`src/rtl/flow_pkg.sv`:
```
// Shared definitions for the credit-based stream flow blocks.
// Holds the controller state encoding and the default credit sizing.
package flow_pkg;

    typedef enum logic {
        ST_IDLE   = 1'b0,
        ST_LOCKED = 1'b1
    } flow_state_e;

    localparam int FLOW_MAX_CREDITS  = 16;
    localparam int FLOW_CREDIT_WIDTH = 8;

endpackage

```
`src/rtl/rr_arbiter.sv`:
```
// Combinational round-robin picker: searches from the index after last_i,
// wrapping around, and returns a one-hot grant plus a valid flag.
module rr_arbiter #(
    parameter  int N     = 4,
    localparam int IDX_W = $clog2(N)
) (
    input  logic [N-1:0]     req_i,
    input  logic [IDX_W-1:0] last_i,
    output logic [N-1:0]     grant_o,
    output logic             valid_o
);

    logic [IDX_W-1:0] idx;

    always_comb begin
        grant_o = '0;
        valid_o = 1'b0;
        idx     = '0;
        for (int off = 1; off <= N; off++) begin
            idx = IDX_W'((int'(last_i) + off) % N);
            if (!valid_o && req_i[idx]) begin
                grant_o[idx] = 1'b1;
                valid_o      = 1'b1;
            end
        end
    end

endmodule

```
`src/rtl/credit_stream_arbiter.sv`:
```
// Packet-locked round-robin stream arbiter gated by a downstream credit pool.
//   state     | meaning
//   ST_IDLE   | no grant held; pick a requester when any source is valid
//   ST_LOCKED | forwarding the granted source until its tlast beat transfers
module credit_stream_arbiter
    import flow_pkg::*;
#(
    parameter  int NUM_SRC      = 4,
    parameter  int DATA_WIDTH   = 32,
    parameter  int CREDIT_WIDTH = FLOW_CREDIT_WIDTH,
    parameter  int MAX_CREDITS  = FLOW_MAX_CREDITS,
    localparam int IDX_W        = $clog2(NUM_SRC)
) (
    input  logic                          clk,
    input  logic                          rst_n,
    input  logic [NUM_SRC*DATA_WIDTH-1:0] s_axis_tdata,
    input  logic [NUM_SRC-1:0]            s_axis_tvalid,
    input  logic [NUM_SRC-1:0]            s_axis_tlast,
    output logic [NUM_SRC-1:0]            s_axis_tready,
    output logic [DATA_WIDTH-1:0]         m_axis_tdata,
    output logic                          m_axis_tvalid,
    output logic                          m_axis_tlast,
    output logic [IDX_W-1:0]              m_axis_tid,
    input  logic                          m_axis_tready,
    input  logic                          i_credit_return,
    input  logic [CREDIT_WIDTH-1:0]       i_credit_return_cnt,
    output logic [CREDIT_WIDTH-1:0]       o_credits,
    output logic [NUM_SRC-1:0]            o_grant,
    output logic                          o_busy
);

    localparam logic [CREDIT_WIDTH:0]   MAX_EXT = (CREDIT_WIDTH+1)'(MAX_CREDITS);
    localparam logic [CREDIT_WIDTH-1:0] MAX_CR  = CREDIT_WIDTH'(MAX_CREDITS);

    flow_state_e             state_q, state_d;
    logic [IDX_W-1:0]        gidx_q, gidx_d;
    logic [IDX_W-1:0]        last_q, last_d;
    logic [CREDIT_WIDTH-1:0] credits_q, credits_d;
    logic [CREDIT_WIDTH:0]   cred_sum;
    logic [NUM_SRC-1:0]      rr_grant;
    logic                    rr_valid;
    logic [IDX_W-1:0]        rr_idx;
    logic                    have_credit;
    logic                    beat;

    rr_arbiter #(.N(NUM_SRC)) u_rr (
        .req_i   (s_axis_tvalid),
        .last_i  (last_q),
        .grant_o (rr_grant),
        .valid_o (rr_valid)
    );

    always_comb begin
        rr_idx = '0;
        for (int i = 0; i < NUM_SRC; i++) begin
            if (rr_grant[i]) rr_idx = IDX_W'(i);
        end
    end

    assign have_credit = (credits_q != '0);

    always_comb begin
        state_d       = state_q;
        gidx_d        = gidx_q;
        last_d        = last_q;
        m_axis_tvalid = 1'b0;
        s_axis_tready = '0;
        o_grant       = '0;
        o_busy        = 1'b0;
        m_axis_tid    = gidx_q;
        m_axis_tlast  = s_axis_tlast[gidx_q];
        m_axis_tdata  = '0;
        for (int i = 0; i < NUM_SRC; i++) begin
            if (gidx_q == IDX_W'(i)) m_axis_tdata = s_axis_tdata[i*DATA_WIDTH +: DATA_WIDTH];
        end
        case (state_q)
            ST_IDLE: begin
                if (rr_valid) begin
                    gidx_d  = rr_idx;
                    state_d = ST_LOCKED;
                end
            end
            ST_LOCKED: begin
                o_busy                = 1'b1;
                o_grant[gidx_q]       = 1'b1;
                m_axis_tvalid         = s_axis_tvalid[gidx_q] && have_credit;
                s_axis_tready[gidx_q] = m_axis_tready && have_credit;
                if (m_axis_tvalid && m_axis_tready && m_axis_tlast) begin
                    state_d = ST_IDLE;
                    last_d  = gidx_q;
                end
            end
            default: state_d = ST_IDLE;
        endcase
    end

    assign beat = m_axis_tvalid && m_axis_tready;

    // Extra bit keeps credits+return from wrapping before the ceiling compare.
    always_comb begin
        cred_sum = {1'b0, credits_q}
                 + (i_credit_return ? {1'b0, i_credit_return_cnt} : '0)
                 - {{CREDIT_WIDTH{1'b0}}, beat};
        credits_d = (cred_sum > MAX_EXT) ? MAX_CR : cred_sum[CREDIT_WIDTH-1:0];
    end

    assign o_credits = credits_q;

    always_ff @(posedge clk or negedge rst_n) begin
        if (!rst_n) begin
            state_q   <= ST_IDLE;
            gidx_q    <= '0;
            last_q    <= IDX_W'(NUM_SRC - 1);
            credits_q <= MAX_CR;
        end else begin
            state_q   <= state_d;
            gidx_q    <= gidx_d;
            last_q    <= last_d;
            credits_q <= credits_d;
        end
    end

endmodule

```
`config.mk`:
```
export PLATFORM = sky130hd
export DESIGN_NAME = credit_stream_arbiter
export DESIGN_NICKNAME = d
export VERILOG_FILES = /design/src/rtl/flow_pkg.sv /design/src/rtl/rr_arbiter.sv /design/src/rtl/credit_stream_arbiter.sv
export SDC_FILE = /design/constraint.sdc
export NUM_CORES = 1
export LEC_CHECK = 0
export ABC_AREA = 1
export BUFFER_PORTS_ARGS = -buffer_cell sky130_fd_sc_hd__buf_2
export CORE_MARGIN = 2
export CORE_UTILIZATION = 44
export DETAILED_ROUTE_END_ITERATION = 8
export HOLD_SLACK_MARGIN = 0.08
export PLACE_DENSITY = 0.88
export SETUP_SLACK_MARGIN = 0.4
export SLEW_MARGIN = 40
export SYNTH_ARGS = -nofsm -noshare
export SYNTH_HDL_FRONTEND = slang
export SYNTH_HIERARCHICAL = 1
export SYNTH_SLANG_ARGS = --single-unit
```
`constraint.sdc`:
```
create_clock -name clk -period 5.1 [get_ports clk]
set_clock_uncertainty 0.05 [all_clocks]
set_input_delay 0.255 -clock clk [delete_from_list [all_inputs] [get_ports clk]]
set_output_delay 0.255 -clock clk [all_outputs]
set_load 0.02 [all_outputs]
```
==> summary.txt, run 1 <==
Setup path
  – Kind of start point of the critical path: flip-flop
  – Stages on worst setup path: 23
  – Worst-path fanout max: 34
  – Crit path launch: m_axis_tid[0]
  – Endpoint type of the worst setup path: flip-flop
  – Slowest-stage cell, CP: dfrtp_1
  – RR Endpoint: o_credits[2]
  – Reg2reg path depth: 23
  – Reg-to-reg critical path startpoint: m_axis_tid[0]
  – CP bufs+invs: 6
  – Crit path to: o_credits[2]
  – Data required, critical path: 5.21 ns
  – R2R Setup Slk: 1.64 ns
  – Worst EP arrival: 3.58 ns
  – Worst-path cell chain: inv_2 -> nand2_2 -> inv_2 -> nand2_1 -> nand2_2 -> nor2_4 -> nor2_4 -> inv_2 -> nor2_1 -> ha_1 -> inv_1 -> ha_1 -> inv_1 -> fa_1 -> inv_1 -> nand3_1 -> nand2_1 -> nand2_1 -> nand2_1 -> nand2_1 -> nand2_1 -> nand3_2 -> nor2_1
  – Top cell by count, worst path: nand2_1
  – WS Path Type: reg -> reg
  – Crit path max-delay family: simple AND/OR/NAND/NOR gates
  – Max stage delay on crit path: 0.44 ns

Pwr
  – Total Power: 1.84 mW
  – Leakage power: 2.17 nW
  – PwrDens: 509 mW/mm2
  – VDD IR max: 0.382 mV

Die
  – Initial Utilization: 45.6%
  – Die height: 79.5 um
  – Num rows: 27
  – Core box area: 0.00551 mm2
  – Die width: 79.5 um
  – I/O pin cnt: 201
  – Die ar.: 0.00632 mm2

STA
  – Setup_tns: 0 ns
  – Worst-margin pin slew: 0.593 ns
  – Post-route minimum period: 3.46 ns
  – Relative slew slack: 60.4%
  – Final Hold Viols: 0
  – Final worst-path cycle share: 67.9%
  – Setup ws final: 1.64 ns
  – Setup violations, final: 0
  – RSZ-0062 raised after global routing: false
  – Final Max Tran Viols: 0
  – Max Fclk: 289 MHz

Routing
  – Vias per cell: 5.18
  – Routed via count: 3,707
  – Total wire length: 9760 um
  – Initial DRC Count: 183
  – DRT Pass-1 Iters: 5
  – DRC viols: 0
  – Drt wl/cell: 13.6 um
  – Antenna Nets Post-Route: 0

Synth
  – Avg Cell Area, Syn: 5.60 um2
  – Cells after Synth: 448
  – Synth Cell Area: 0.00251 mm2
  – Yosys warnings: 6

Clock tree
  – Clock transition at the registers of the reported paths: 0.06 ns
  – H-tree levels: 1
  – CTS tree: built
  – Root Driver: clkbuf_8
  – TritonCTS buffer count: 3
  – Maximum root-to-sink buffer count: 2
  – Clock latency on the worst-skew pair: 0.24 ns
  – Clock Sinks: 13
  – Post-CTS Setup Inserts: 0

Final layout
  – Final instance area: 0.00362 mm2
  – Final net count: 816
  – # fillers: 497
  – P&R area growth vs syn: 44.1%
  – Layout cells sized above 1: 38.3%
  – Diodes inserted: 0

Global route
  – Number of global-route vias before repair: 3,294
  – First-pass GRT wire length: 14,500 um
  – GRT Total Usage: 28.3%
  – Initial antenna violation count: 0
  – Grt total ovfl: 0
  – Largest net degree at the start of global routing: 36

Placed design
  – Cell Area, Placed: 0.00356 mm2
  – Final GP Congestion: 1.03
  – Worst slack, placed: 1.68 ns
  – DPL Wire Length: 8040 um
  – IO buf count: 200

Job
  – Number of max-cap violations: 0

Hold path
  – Hold Path Class: in -> async

Status
  – Run status: completed
how the worst min path moves through the flow:
stage | from | endpoint | slack [ns] | depth (start not counted)
2_1_floorplan | rst_n | m_axis_tid[0] | -0.09 | 0
3_3_place_gp | rst_n | o_credits[5] | 0.1 | 1
3_5_place_dp | rst_n | o_credits[6] | 0.11 | 1
4_1_cts | rst_n | o_credits[6] | 0.38 | 2
5_1_grt | rst_n | o_credits[7] | 0.41 | 2
6_report | rst_n | o_credits[6] | 0.38 | 2
sequential cells by signal, indices dropped and copies added (netlist names):
name        flops
m_axis_tid      2
o_credits       8
last_q          2
state_q         1
power breakdown:
group	internal (mW)	switching, mW	total [mW]
clock network	0.0539	0.0387	0.0927
logic	0.508	1.06	1.57
registers	0.134	0.0429	0.177
repair_timing:
item                                    4_1_cts  5_1_grt
endpoints found under the setup margin        0        0
hold buffers                                  1        0
resized for setup                             0        0
hold endpoints to repair                     10        0
placed cells by master, fill, tap and decap left out, drive strengths merged:
| master | instances |
|---|---|
| nand3 | 35 |
| clkbuf | 3 |
| buf | 201 |
| conb | 3 |
| fa | 1 |
| nor3 | 4 |
| inv | 64 |
| dlygate4sd3 | 1 |
| ha | 23 |
| o21ai | 3 |
| and2 | 1 |
| dfstp | 3 |
| dfrtp | 10 |
| nand4 | 33 |
| nand2 | 213 |
| o21a | 2 |
| a22oi | 3 |
| or2 | 1 |
| nor2 | 31 |
| clkinv | 2 |
| a21oi | 6 |
per-layer routing:
layer / vias to the layer above / wire (um) / global-route usage, %
met5: - / 0 / 0
met4: 0 / 263 / 8.45
met3: 34 / 963 / 6.22
met2: 197 / 4720 / 50.0
met1: 1674 / 3810 / 33.9
li1: 1802 / - / -
cell type report:
type / count / area, um2 / share of cell area [%]
multi-input cells: 359 / 1890 / 52.2
repair buffers: 202 / 1020 / 28.2
clock inverters: 1 / 5.00 / 0.138
flip-flops and latches: 13 / 329 / 9.10
inverters: 65 / 244 / 6.75
clock buffers: 3 / 41.3 / 1.14
well taps: 72 / 90.1 / 2.49
stage by stage:
stage / hold WS, ns / utilization, % / cells
2_1_floorplan: -0.0906 / - / 450
3_3_place_gp: 0.0998 / 64.6 / 710
3_5_place_dp: 0.108 / 64.6 / 710
4_1_cts: 0.379 / 65.7 / 715
5_1_grt: 0.406 / 65.7 / 715
6_report: 0.384 / 65.7 / 715
Power figures use the tool's default switching activity.
==> run 2, diff against run 1 <==
--- a/config.mk
+++ b/config.mk
@@ -8,10 +8,10 @@
 export ABC_AREA = 1
 export BUFFER_PORTS_ARGS = -buffer_cell sky130_fd_sc_hd__buf_2
 export CORE_MARGIN = 2
-export CORE_UTILIZATION = 44
+export CORE_UTILIZATION = 37
 export DETAILED_ROUTE_END_ITERATION = 8
 export HOLD_SLACK_MARGIN = 0.08
-export PLACE_DENSITY = 0.88
+export PLACE_DENSITY = 0.79
 export SETUP_SLACK_MARGIN = 0.4
 export SLEW_MARGIN = 40
 export SYNTH_ARGS = -nofsm -noshare
==> constraint.sdc (replaced) <==
create_clock -name clk -period 3.1 [get_ports clk]
set_clock_uncertainty 0.05 [all_clocks]
set_input_delay 0.155 -clock clk [delete_from_list [all_inputs] [get_ports clk]]
set_output_delay 0.155 -clock clk [all_outputs]
set_load 0.02 [all_outputs]
==> summary.txt, run 2 (synthesis results as in run 1) <==
Pwr
  – VDD IR max: 0.570 mV (was 0.382 mV)
  – PwrDens: 846 mW/mm2 (was 509 mW/mm2)
  – Switching Fraction: 60.5% (was 62.2%)
  – Leakage power: 2.23 nW (was 2.17 nW)
  – Flop pwr share: 9.3% (was 9.6%)
  – Comb pwr share: 85.9% (was 85.3%)
  – Clk pwr share: 4.8% (was 5.0%)
  – Int Pwr: 1.27 mW (was 0.696 mW)
  – P_sw: 1.95 mW (was 1.14 mW)
  – Total Power: 3.22 mW (was 1.84 mW)

Die
  – Initial Utilization: 37.5% (was 45.6%)
  – Core box area: 0.00668 mm2 (was 0.00551 mm2)
  – I/O pin cnt: 201 (unchanged)
  – Num rows: 30 (was 27)
  – Die height: 86.3 um (was 79.5 um)
  – Die ar.: 0.00745 mm2 (was 0.00632 mm2)
  – Die width: 86.3 um (was 79.5 um)

Global route
  – Initial antenna violation count: 1 (was 0)
  – First-pass GRT wire length: 14,800 um (was 14,500 um)
  – Grt total ovfl: 0 (unchanged)
  – Number of global-route vias before repair: 3,288 (was 3,294)
  – GRT Total Usage: 24.2% (was 28.3%)
  – Largest net degree at the start of global routing: 35 (was 36)

Clock tree
  – H-tree levels: 1 (unchanged)
  – CTS tree: built (unchanged)
  – TritonCTS buffer count: 3 (unchanged)
  – Clock latency on the worst-skew pair: 0.24 ns (about the same)
  – Clock transition at the registers of the reported paths: 0.06 ns (about the same)
  – Root Driver: clkbuf_8 (unchanged)
  – Clock Sinks: 13 (unchanged)
  – Maximum root-to-sink buffer count: 2 (unchanged)

Routing
  – Total wire length: 9890 um (was 9760 um)
  – DRC viols: 0 (unchanged)
  – Initial DRC Count: 125 (was 183)
  – Routed via count: 3,637 (was 3,707)
  – Vias per cell: 4.94 (was 5.18)
  – Antenna Nets Post-Route: 0 (unchanged)
  – Drt wl/cell: 13.4 um (was 13.6 um)
  – DRT Pass-1 Iters: 4 (was 5)

Placed design
  – IO buf count: 200 (unchanged)
  – DPL Wire Length: 7890 um (was 8040 um)
  – Worst slack, placed: 0.187 ns (was 1.68 ns)
  – Final GP Congestion: 0.948 (was 1.03)

Hold path
  – Hold Path Class: in -> async (unchanged)

Setup path
  – Data required, critical path: 3.23 ns (was 5.21 ns)
  – WS Path Type: reg -> reg (unchanged)
  – Worst-path fanout max: 5 (was 34)
  – Worst EP arrival: 3.07 ns (was 3.58 ns)
  – Reg2reg path depth: 19 (was 23)
  – Endpoint type of the worst setup path: flip-flop (unchanged)
  – Kind of start point of the critical path: flip-flop (unchanged)

Status
  – Run status: completed (unchanged)

Final layout
  – P&R area growth vs syn: 51.8% (was 44.1%)
  – Fin util: 57.0% (was 65.7%)
  – Max reg flops: 8 (unchanged)
  – Most frequent cells in the layout: buf_2 (200), nand2_1 (197), inv_1 (50) (was nand2_1 (201), buf_2 (200), inv_1 (53))
  – Final net count: 828 (was 816)
  – Layout cells sized above 1: 42.1% (was 38.3%)
  – Commonest non-fill, non-tap cell in the layout: buf_2 (was nand2_1)

STA
  – RSZ-0062 raised after global routing: true (was false)
  – Setup ws final: 0.161 ns (was 1.64 ns)
  – Final worst-path cycle share: 94.8% (was 67.9%)
  – Post-route minimum period: 2.94 ns (was 3.46 ns)
  – Final Hold Viols: 0 (unchanged)
  – Max Fclk: 340 MHz (was 289 MHz)
  – Setup violations, final: 0 (unchanged)
  – Setup_tns: 0 ns (unchanged)
  – Final Max Tran Viols: 0 (unchanged)

Job
  – Number of max-cap violations: 0 (unchanged)
## run 2: what timing repair did
item,4_1_cts,5_1_grt
resized for setup,7,15
buffers inserted,5,4
setup endpoints to repair,5,5
pin swaps,12,9
hold buffers,1,0
hold endpoints to repair,13,0
## run 2: final timing paths
| kind | start | endpoint | slack (ns) |
|---|---|---|---|
| worst max-delay path | o_credits[4] | o_credits[2] | 0.16 |
| worst min-delay path | rst_n | o_credits[1] | 0.28 |
| worst max register to register | o_credits[4] | o_credits[2] | 0.16 |
| worst min register to register | state_q | state_q | 0.50 |
| max in group asynchronous | rst_n | last_q[1] | 2.44 |
| min in group clk | m_axis_tready | last_q[1] | 0.32 |
## run 2: power groups by stage
stage,sequential (mW),combinational (mW),clock [mW]
after floorplan,0.316,1.81,0
after global placement,0.296,2.55,0
after detailed placement,0.300,2.59,0
after CTS,0.298,2.66,0.155
after global routing,0.310,3.03,0.162
final,0.300,2.77,0.153
## run 2: area by class of cell
type                       count  area (um2)
fill                         677        2870
multi-input combinational    359        1970
clock buffer                   4        45.0
timing repair buffer         214        1110
sequential                    13         332
tap                           80         100
antenna                        1        2.50
inverter                      65         246
## run 2: metal layers
| metal | part of all wire [%] | track usage, % |
|---|---|---|
| met1 | 41 | 29.6 |
| met2 | 49 | 44.1 |
| met3 | 7.4 | 3.90 |
| met4 | 2.3 | 5.82 |
| met5 | 0 | 0 |
## run 2: through the flow
stage | hold slack, ns | instance area, um2 | instances
finish | 0.280 | 3810 | 736
global route | 0.324 | 3810 | 736
CTS | 0.286 | 3710 | 731
detailed placement | 0.0139 | 3600 | 721
global placement | 0.00672 | 3600 | 721
floorplan | -0.191 | 2530 | 450
## run 2: critical path, cell delays in order (launching register included)
cell	delay [ns]
dfstp_2	0.52
inv_1	0.05
nand3_1	0.10
nor2_2	0.07
nor2_4	0.13
inv_2	0.09
nor2_4	0.13
ha_4	0.20
inv_2	0.05
ha_4	0.13
inv_2	0.04
fa_2	0.59
nand2_1	0.06
nor2_1	0.10
nand3_1	0.08
nand2_1	0.06
inv_1	0.04
nor2_2	0.13
nand3_4	0.12
nor2_2	0.10
==> run 3, diff against run 2 <==
--- a/config.mk
+++ b/config.mk
@@ -9,6 +9,7 @@
 export BUFFER_PORTS_ARGS = -buffer_cell sky130_fd_sc_hd__buf_2
 export CORE_MARGIN = 2
 export CORE_UTILIZATION = 37
+export CTS_CLUSTER_DIAMETER = 60
 export DETAILED_ROUTE_END_ITERATION = 8
 export HOLD_SLACK_MARGIN = 0.08
 export PLACE_DENSITY = 0.79
==> constraint.sdc (replaced) <==
create_clock -name clk -period 3.1 [get_ports clk]
set_clock_uncertainty 0.05 [all_clocks]
set_input_delay 0.62 -clock clk [delete_from_list [all_inputs] [get_ports clk]]
set_output_delay 0.62 -clock clk [all_outputs]
set_load 0.02 [all_outputs]
==> summary.txt, run 3 (synthesis results as in run 1) <==
Routing
  – Drt wl/cell: 13.6 um (was 13.4 um)
  – DRC viols: 0 (unchanged)
  – DRT Pass-1 Iters: 6 (was 4)
  – Antenna Nets Post-Route: 0 (unchanged)
  – Vias per cell: 5.03 (was 4.94)
  – Total wire length: 10,200 um (was 9890 um)
  – Routed via count: 3,770 (was 3,637)
  – Initial DRC Count: 170 (was 125)

Setup path
  – Worst-path fanout max: 5 (unchanged)
  – Reg-to-reg critical path startpoint: m_axis_tid[1] (was o_credits[4])
  – Max stage delay on crit path: 0.48 ns (was 0.59 ns)
  – Endpoint type of the worst setup path: output pin (was flip-flop)
  – Data required, critical path: 2.43 ns (was 3.23 ns)
  – Top cell by count, worst path: buf_6
  – Worst EP arrival: 2.32 ns (was 3.07 ns)
  – Worst-path cell chain: inv_2 -> nand2_2 -> buf_4 -> buf_6 -> buf_6 -> buf_4 -> buf_6 -> buf_6 -> buf_6 -> buf_6 -> buf_6 -> buf_6 -> buf_6 -> nor3_4 -> buf_6 (was inv_1 -> nand3_1 -> nor2_2 -> nor2_4 -> inv_2 -> nor2_4 -> ha_4 -> inv_2 -> ha_4 -> inv_2 -> fa_2 -> nand2_1 -> nor2_1 -> nand3_1 -> nand2_1 -> inv_1 -> nor2_2 -> nand3_4 -> nor2_2)
  – Kind of start point of the critical path: flip-flop (unchanged)
  – R2R Setup Slk: 0.15 ns (was 0.16 ns)
  – Reg2reg path depth: 22 (was 19)
  – WS Path Type: reg -> out (was reg -> reg)
  – RR Endpoint: o_credits[3] (was o_credits[2])
  – Slowest-stage cell, CP: dfrtp_2 (was fa_2)

Global route
  – Initial antenna violation count: 0 (was 1)
  – Grt total ovfl: 0 (unchanged)
  – GRT Total Usage: 24.6% (was 24.2%)
  – Met1 GRT Util: 29.4% (was 29.6%)
  – First-pass GRT wire length: 15,100 um (was 14,800 um)
  – M3 GR Usage: 3.33% (was 3.90%)
  – M2 GR Usage: 45.9% (was 44.1%)
  – Top Usage Layer GRT: met2 (unchanged)
  – Number of global-route vias before repair: 3,347 (was 3,288)
  – Largest net degree at the start of global routing: 35 (unchanged)

Pwr
  – Int Pwr: 1.39 mW (was 1.27 mW)
  – Clk pwr share: 4.5% (was 4.8%)
  – P_sw: 2.00 mW (was 1.95 mW)
  – Comb pwr share: 86.5% (was 85.9%)
  – Flop pwr share: 8.9% (was 9.3%)
  – Leakage power: 2.32 nW (was 2.23 nW)
  – Switching Fraction: 59.0% (was 60.5%)
  – PwrDens: 860 mW/mm2 (was 846 mW/mm2)
  – VDD IR max: 0.453 mV (was 0.570 mV)

Placed design
  – DPL Wire Length: 8110 um (was 7890 um)
  – Dpl cells: 721 (unchanged)
  – IO buf count: 200 (unchanged)
  – Final GP Congestion: 0.968 (was 0.948)
  – Cell Area, Placed: 0.00360 mm2 (unchanged)

STA
  – Setup violations, final: 0 (unchanged)
  – RSZ-0062 raised after global routing: true (unchanged)
  – Final worst-path cycle share: 96.4% (was 94.8%)
  – Setup_tns: 0 ns (unchanged)
  – Max Fclk: 335 MHz (was 340 MHz)
  – Final Max Tran Viols: 0 (unchanged)
  – Final Hold Viols: 0 (unchanged)
  – Post-route minimum period: 2.99 ns (was 2.94 ns)

Hold path
  – Hold Path Class: in -> async (unchanged)

Clock tree
  – Root Driver: clkbuf_8 (unchanged)
  – Clock transition at the registers of the reported paths: 0.06 ns (about the same)
  – Clock latency on the worst-skew pair: 0.25 ns (was 0.24 ns)
  – H-tree levels: 1 (unchanged)
  – CTS tree: built (unchanged)
  – TritonCTS buffer count: 3 (unchanged)
  – Clock Sinks: 13 (unchanged)
  – Maximum root-to-sink buffer count: 2 (unchanged)
  – CTS Hold Bufs: 0 (was 1)

Die
  – Num rows: 30 (unchanged)
  – Die width: 86.3 um (unchanged)
  – I/O pin cnt: 201 (unchanged)
  – Core box area: 0.00668 mm2 (unchanged)
  – Die height: 86.3 um (unchanged)
  – Initial Utilization: 37.5% (unchanged)
  – Die ar.: 0.00745 mm2 (unchanged)

Final layout
  – Most frequent cells in the layout: nand2_1 (198), buf_2 (198), inv_1 (48) (was buf_2 (200), nand2_1 (197), inv_1 (50))
  – Max reg flops: 8 (unchanged)
  – Final instance area: 0.00395 mm2 (was 0.00381 mm2)
  – Finished Layout Cells: 749 (was 736)
  – Diodes inserted: 0 (was 1)
  – Final net count: 842 (was 828)
  – # fillers: 640 (was 677)
  – P&R area growth vs syn: 57.6% (was 51.8%)
  – Layout cells sized above 1: 43.8% (was 42.1%)

Status
  – Run status: completed (unchanged)

Job
  – Number of max-cap violations: 0 (unchanged)
[run 3: repair_timing]
item | CTS | global route
pin swaps | 15 | 16
setup endpoints to repair | 5 | 7
gates resized for setup | 9 | 29
buffers inserted | 19 | 5
[run 3: worst max path at each step]
stage                startpoint               end  slack (ns)  cells past startpoint
6_report          m_axis_tid[0]  s_axis_tready[2]        0.11                     15
4_1_cts           m_axis_tid[0]      o_credits[2]        0.18                     22
5_1_grt           m_axis_tid[0]      o_credits[3]       -0.03                     22
3_5_place_dp   s_axis_tvalid[1]      o_credits[2]        0.07                     21
2_1_floorplan     m_axis_tid[0]      o_credits[0]        0.33                     22
3_3_place_gp   s_axis_tvalid[3]      o_credits[3]        0.15                     20
[run 3: routing by layer]
layer,wire length (um),part of all wire (%)
met1,4030,40
met2,5130,50
met3,736,7.2
met4,280,2.7
met5,0,0
[run 3: critical path, delay by kind of cell, from the launching register on]
kind / cells / cell delay [ns]
DFF: 1 / 0.48
buffers and inverters: 13 / 1.41
and+or+nand+nor: 2 / 0.17
[run 3: stage by stage]
| stage | util (%) | worst slack, ns | total power, mW | hold slack [ns] |
|---|---|---|---|---|
| after floorplan | - | 0.327 | 2.13 | 0.274 |
| after global placement | 53.9 | 0.146 | 2.83 | 0.464 |
| after detailed placement | 53.9 | 0.0689 | 2.88 | 0.471 |
| after CTS | 56.9 | 0.181 | 3.20 | 0.211 |
| after global routing | 59.2 | -0.0260 | 3.68 | 0.216 |
| final | 59.2 | 0.111 | 3.40 | 0.199 |
[run 3: final cells by class]
cell class / count / area [um2] / area share, %
clock inverters: 1 / 5.00 / 0.127
clock buffers: 3 / 41.3 / 1.04
well taps: 80 / 100 / 2.53
repair buffers: 228 / 1250 / 31.7
multi-input cells: 359 / 1970 / 50.0
flip-flops and latches: 13 / 332 / 8.39
inverters: 65 / 246 / 6.24
[run 3: power by group through the flow]
| stage | clock network [mW] | registers (mW) | logic (mW) |
|---|---|---|---|
| 2_1_floorplan | 0 | 0.316 | 1.81 |
| 3_3_place_gp | 0 | 0.297 | 2.53 |
| 3_5_place_dp | 0 | 0.298 | 2.58 |
| 4_1_cts | 0.154 | 0.296 | 2.75 |
| 5_1_grt | 0.162 | 0.314 | 3.20 |
| 6_report | 0.155 | 0.303 | 2.94 |
